## src/rtl/iter_counter.sv

```systemverilog
// -----------------------------------------------------------------------------
// iter_counter
// Parametrised iteration counter used by multi-cycle datapath controllers
// (shift-add multiplier, restoring divider, ...). A load starts a run that
// counts up from 0 to the latched limit, or down from the limit to 0. The run
// either saturates at the terminal count or, with AUTO_RELOAD=1, restarts
// automatically while enabled.
//
// Parameters:
//   WIDTH        counter / limit width in bits (2..16)
//   RESET_LIMIT  terminal limit held after reset (must fit in WIDTH bits)
//   AUTO_RELOAD  0 = saturate at terminal, 1 = restart at terminal when enabled
//
// Ports:
//   clk_i        clock, rising edge
//   rst_n_i      asynchronous active-low reset
//   load_i       synchronous start/restart, latches limit_i and mode_down_i
//   en_i         count enable, low stalls the count
//   mode_down_i  direction, sampled with load_i (0 = up, 1 = down)
//   limit_i      terminal value, sampled with load_i
//   count_o      current count (registered)
//   k_o          terminal reached (level)
//   k_pulse_o    one-cycle pulse on the rising edge of k_o
//   busy_o       inverse of k_o
// -----------------------------------------------------------------------------
module iter_counter #(
    parameter int unsigned WIDTH       = 6,
    parameter int unsigned RESET_LIMIT = 30,
    parameter bit          AUTO_RELOAD = 1'b0
) (
    input  logic             clk_i,
    input  logic             rst_n_i,
    input  logic             load_i,
    input  logic             en_i,
    input  logic             mode_down_i,
    input  logic [WIDTH-1:0] limit_i,
    output logic [WIDTH-1:0] count_o,
    output logic             k_o,
    output logic             k_pulse_o,
    output logic             busy_o
);

    localparam logic [WIDTH-1:0] RST_LIMIT = WIDTH'(RESET_LIMIT);
    localparam logic [WIDTH-1:0] ONE       = WIDTH'(1);

    logic [WIDTH-1:0] count_q, count_d;
    logic [WIDTH-1:0] limit_q, limit_d;
    logic             mode_q, mode_d;
    logic             k_dly_q;
    logic             k_term;

    // Terminal decode looks only at registered state so that k_o is glitch
    // free and independent of the live limit_i / mode_down_i inputs.
    always_comb begin
        if (mode_q) begin
            k_term = (count_q == '0);
        end else begin
            k_term = (count_q == limit_q);
        end
    end

    always_comb begin
        count_d = count_q;
        limit_d = limit_q;
        mode_d  = mode_q;
        if (load_i) begin
            limit_d = limit_i;
            mode_d  = mode_down_i;
            count_d = mode_down_i ? limit_i : '0;
        end else if (en_i) begin
            if (!k_term) begin
                count_d = mode_q ? (count_q - ONE) : (count_q + ONE);
            end else if (AUTO_RELOAD) begin
                // Restart value is the start point of the current direction;
                // with a limit of 0 this equals the terminal, so k_o stays high.
                count_d = mode_q ? limit_q : '0;
            end
        end
    end

    always_ff @(posedge clk_i or negedge rst_n_i) begin
        if (!rst_n_i) begin
            count_q <= '0;
            limit_q <= RST_LIMIT;
            mode_q  <= 1'b0;
            k_dly_q <= 1'b1;
        end else begin
            count_q <= count_d;
            limit_q <= limit_d;
            mode_q  <= mode_d;
            k_dly_q <= k_term;
        end
    end

    // k_dly_q resets high so no pulse appears straight out of reset.
    assign count_o   = count_q;
    assign k_o       = k_term;
    assign k_pulse_o = k_term & ~k_dly_q;
    assign busy_o    = ~k_term;

endmodule

```

## config.mk

```make
export PLATFORM = sky130hd
export DESIGN_NAME = iter_counter
export DESIGN_NICKNAME = d
export VERILOG_FILES = /design/src/rtl/iter_counter.sv
export SDC_FILE = /design/constraint.sdc
export NUM_CORES = 1
export LEC_CHECK = 0
export CAP_MARGIN = 20
export CORE_AREA = 4 4 48 50
export CTS_BUF_LIST = sky130_fd_sc_hd__clkbuf_4
export DETAILED_ROUTE_END_ITERATION = 8
export DIE_AREA = 0 0 52 54
export HOLD_SLACK_MARGIN = 0.02
export PLACE_DENSITY_LB_ADDON = 0.08
export SKIP_CTS_REPAIR_TIMING = 1
export SLEW_MARGIN = 25
export SYNTH_ARGS = -nofsm -noshare
export SYNTH_HDL_FRONTEND = slang
export SYNTH_SLANG_ARGS = --single-unit
export TNS_END_PERCENT = 100
```

## constraint.sdc

```tcl
create_clock -name clk_i -period 2.05 [get_ports clk_i]
set_input_delay 0.41 -clock clk_i [delete_from_list [all_inputs] [get_ports clk_i]]
set_output_delay 0.41 -clock clk_i [all_outputs]
set_load 0.1 [all_outputs]
```

* Word-level counts from Yosys, hierarchy flattened *
Cells that the tools add are included.

word-level totals
  bits in registers = 14
  bits of input ports = 11
  output and inout bits = 9
  word-level logic and storage cells = 20

operators by class
  $add $sub $neg = 2
  eq/ne operators = 2
  multiplexer cells = 6
  bitwise gates (word level) = 3
  reductions and logical operators = 3

operator list
  cell                 count
  $mux 6               5
  $add 6x1->6 const B  1
  $eq 6x6->1           1
  $logic_not 6->1      1
  $sub 6x1->6 const B  1
  $ne 2x2->1 const B   1
  $not 1->1            2
  $reduce_and 2->1     1
  $reduce_bool 2->1    1
  $and 1x1->1          1
  $mux 1               1

* Longest topological paths before layout *
Gate-level depths: netlist of the first run.

  depth in word-level cells = 5
  mapped depth = 7
  mapped depth without buffers = 7

* Worst setup path after synthesis of the first run *
OpenSTA, ideal clock, no wires.

  path kind = register -> output
  from = register count_q[5] (netlist: count_o[5])
  to = output k_pulse_o
  arrival time = 3570 ps
  required time = 1640 ps
  slack = -1930 ps
  stages on the path, launching flop included = 6
  path buffers = 0
  cell sequence = dfrtp_1 > xnor2_1 > nand4_1 > or2_2 > and2_1 > nor2_1

between the ends
  word-level cells in the longest chain between the ends = 3
  elaborated cells on any way between the ends = 4
  those cells by class = eq/ne (1); mux (1); bitwise (1); reduce/logical (1)

ends and longest elaborated chain
  what                                                  RTL line  source
  from (decl)                                           46        logic [WIDTH-1:0] count_q, count_d;
  from (signal assigned)                                88        count_q <= count_d;
  $eq 6x6->1 / $logic_not 6->1 (equally long branches)  58, 56
  $mux 1 *                                              55        if (mode_q) begin
  $and 1x1->1 *                                         98        assign k_pulse_o = k_term & ~k_dly_q;
  to (decl)                                             39        output logic k_pulse_o,

Mark *: on every way between the ends. The rest lies on a longest branch, timed or not.

* Worst setup path after layout of the first run *
Same ends and word-level chain as after synthesis.

==> results of run 1 <==
per-stage QoR:
| step | power (mW) | cells | utilization [%] | setup TNS, ns |
|---|---|---|---|---|
| 2_1_floorplan | 0.796 | 93 | - | -0.782 |
| 4_1_cts | 1.14 | 150 | 66.9 | -0.573 |
| 3_3_place_gp | 0.962 | 146 | 65.5 | 0 |
| 5_1_grt | 1.20 | 153 | 68.5 | -0.767 |
| 3_5_place_dp | 0.970 | 146 | 65.5 | 0 |
| 6_report | 1.15 | 153 | 68.5 | -0.553 |
area by class of cell:
cell class / count / area share (%)
inverter: 6 / 2.02
clock buffer: 3 / 1.73
clock inverter: 1 / 0.288
timing repair buffer: 31 / 22.7
sequential: 14 / 29.1
tap: 27 / 2.59
multi-input combinational: 71 / 41.6
state kept, by name, summed over array words and instances (netlist names):
signal and count:
count_o 6, limit_q 6, k_dly_q 1, mode_q 1
where the power goes:
group | internal, mW | switching, mW
combinational | 0.218 | 0.383
sequential | 0.335 | 0.0475
clock | 0.0706 | 0.0913
total | 0.623 | 0.522
metal layers:
layer,vias to the layer above,global-route usage (%),wire [um]
met5,-,0,0
met4,0,9.17,36
met3,4,1.94,156
met2,33,31.8,1260
met1,414,27.1,1020
li1,406,-,-
layout by cell type (no fill, tap or decap), types with 5 or more instances in the layout:
cell type,count
buf_4,18
clkdlybuf4s50_1,10
nand3_1,8
xnor2_1,7
mux2_2,6
dfrtp_4,6
nand4_1,5
nand2_1,5
a21oi_1,5
dfstp_2,5
worst paths after layout:
| check | slack (ns) | from | depth (start not counted) | end |
|---|---|---|---|---|
| worst max-delay path | -0.23 | count_o[5] | 6 | k_pulse_o |
| worst min-delay path | 0.52 | rst_n_i | 1 | limit_q[5] |
| worst max register to register | 0.11 | count_o[1] | 6 | count_o[5] |
| worst min register to register | 0.53 | limit_q[5] | 1 | limit_q[5] |
| max in group asynchronous | 1.03 | rst_n_i | 1 | count_o[0] |
| min in group clk_i | 0.53 | limit_q[5] | 1 | limit_q[5] |
cells by family after synthesis:
family | after synthesis | share of synthesized area [%]
and+or+nand+nor | 33 | 20.2
AOI/OAI and AO/OA | 18 | 13.4
DFF | 14 | 39.3
xor gates and xnor gates | 9 | 8.68
buffers and inverters | 8 | 3.31
muxes | 6 | 7.44
adders and majority gates | 5 | 7.71
==> metrics, run 1 <==
CTS max path bufs 2; H-tree lvl count 1; Final Hold Viols 0; CP Launch Type flip-flop; GPL Wtd Cong 0.939; Worst Slack Setup Final -0.228 ns; worst-margin pin slew 0.657 ns; RSZ-0062 raised after global routing yes; Iter 0 DRT Violations 39; Syn Area/Cell 9.77 sq um; Power Density 879 mW/mm^2; Finished Cell Area 0.00130 sq mm; Post-synth ARST share 100%; DIE WIDTH 52 um; # clock sinks 14; CORE AREA 0.00190 sq mm; CP max stage delay 0.50 ns; Port Buffers 19; status complete, but fails checks; Crit path max-delay family simple AND/OR/NAND/NOR gates; die area 0.00281 sq mm; total gr overflow 0; Wirelength per Cell 16.2 um; worst-skew pair later-pin latency 0.28 ns; total track usage 19.9%; vias 857; P_leak 0.528 nW; Unique masters post-synth 31; TritonCTS clock tree done; share of layout cells above drive strength 1 38.1%; DRC 0; Fmax 0.439 GHz; Via-to-Cell Ratio 5.60; pin count of the biggest net entering global routing 15; antenna violations before repair 0; Slew Limit Headroom 56.0%; period utilization 111%; top-count cell post-synth dfrtp_1; row count 16; sequential area share after synthesis 39.3%; mapped cell area 908 sq um; Critical Path Fanout Max 4; Net Count, Synth 109; Synth Instances 93; Final ANT Viol Nets 0; Clock Pin Slew Worst Setup and Hold Paths 0.09 ns; drt first pass iters 4; final setup violation count 3; Hold WC Path Type input port to asynchronous set/reset pin; nets 143; pre-CTS WS 0.0784 ns; failing checks negative setup slack; IO Count 20; Filler cells 161; Max-Cap Viols 0; area of the multi-input gates 542 sq um; antenna diode count 0; crit path buf inv count 1; area delta synth->final 43.4%; Die Ht 54 um; CTS root buf clkbuf_4; vias in the first global route 856; Slew Viols, Final 0; first-pass GRT wire length 4.07 mm; most common library cells after synthesis dfrtp_1 (9), nand3_1 (8), xnor2_1 (8); initial core utilization 47.8%; CP cell instances xnor2_1 > nand4_1 > or2_4 > and2_4 > nor2_4 > buf_12; DRT Wirelength 2.47 mm; Yosys warning count 0; #FFs+latches synth 14; synth top area cells dfrtp_1 (25%), dfstp_2 (14%), xnor2_1 (7.7%), mux2_2 (7.4%), ha_1 (5.5%); Crit Path Category flip-flop to primary output; worst path required time 1.64 ns; Layout Skew 0.00866 ns; Post-Place Cell Area 0.00125 sq mm; post-route minimum period 2.28 ns; Fin Hold WS 0.522 ns; CP Data Arrival Time 1.87 ns; worst-case vdd ir drop 521 uV; TritonCTS buffer count 3; DP Wirelength 1.88 mm; CP Capture Type primary output; register area 379 sq um; Post-synth EDFFs 0; CP max stage cell dfrtp_4; largest area contributor in the netlist dfrtp_1; dominant synthesized flop cell dfrtp_1; Yosys top cell area share 24.8%
No activity file was read; power rests on OpenSTA's default activity.
==> run 2, diff against run 1 <==
--- a/config.mk
+++ b/config.mk
@@ -8,9 +8,9 @@
 export CAP_MARGIN = 20
 export CORE_AREA = 4 4 48 50
 export CTS_BUF_LIST = sky130_fd_sc_hd__clkbuf_4
+export CTS_CLUSTER_DIAMETER = 120
 export DETAILED_ROUTE_END_ITERATION = 8
 export DIE_AREA = 0 0 52 54
-export HOLD_SLACK_MARGIN = 0.02
 export PLACE_DENSITY_LB_ADDON = 0.08
 export SKIP_CTS_REPAIR_TIMING = 1
 export SLEW_MARGIN = 25
==> results of run 2 <==
Same layout as run 1: the final DEF is identical, and so are final timing and power.
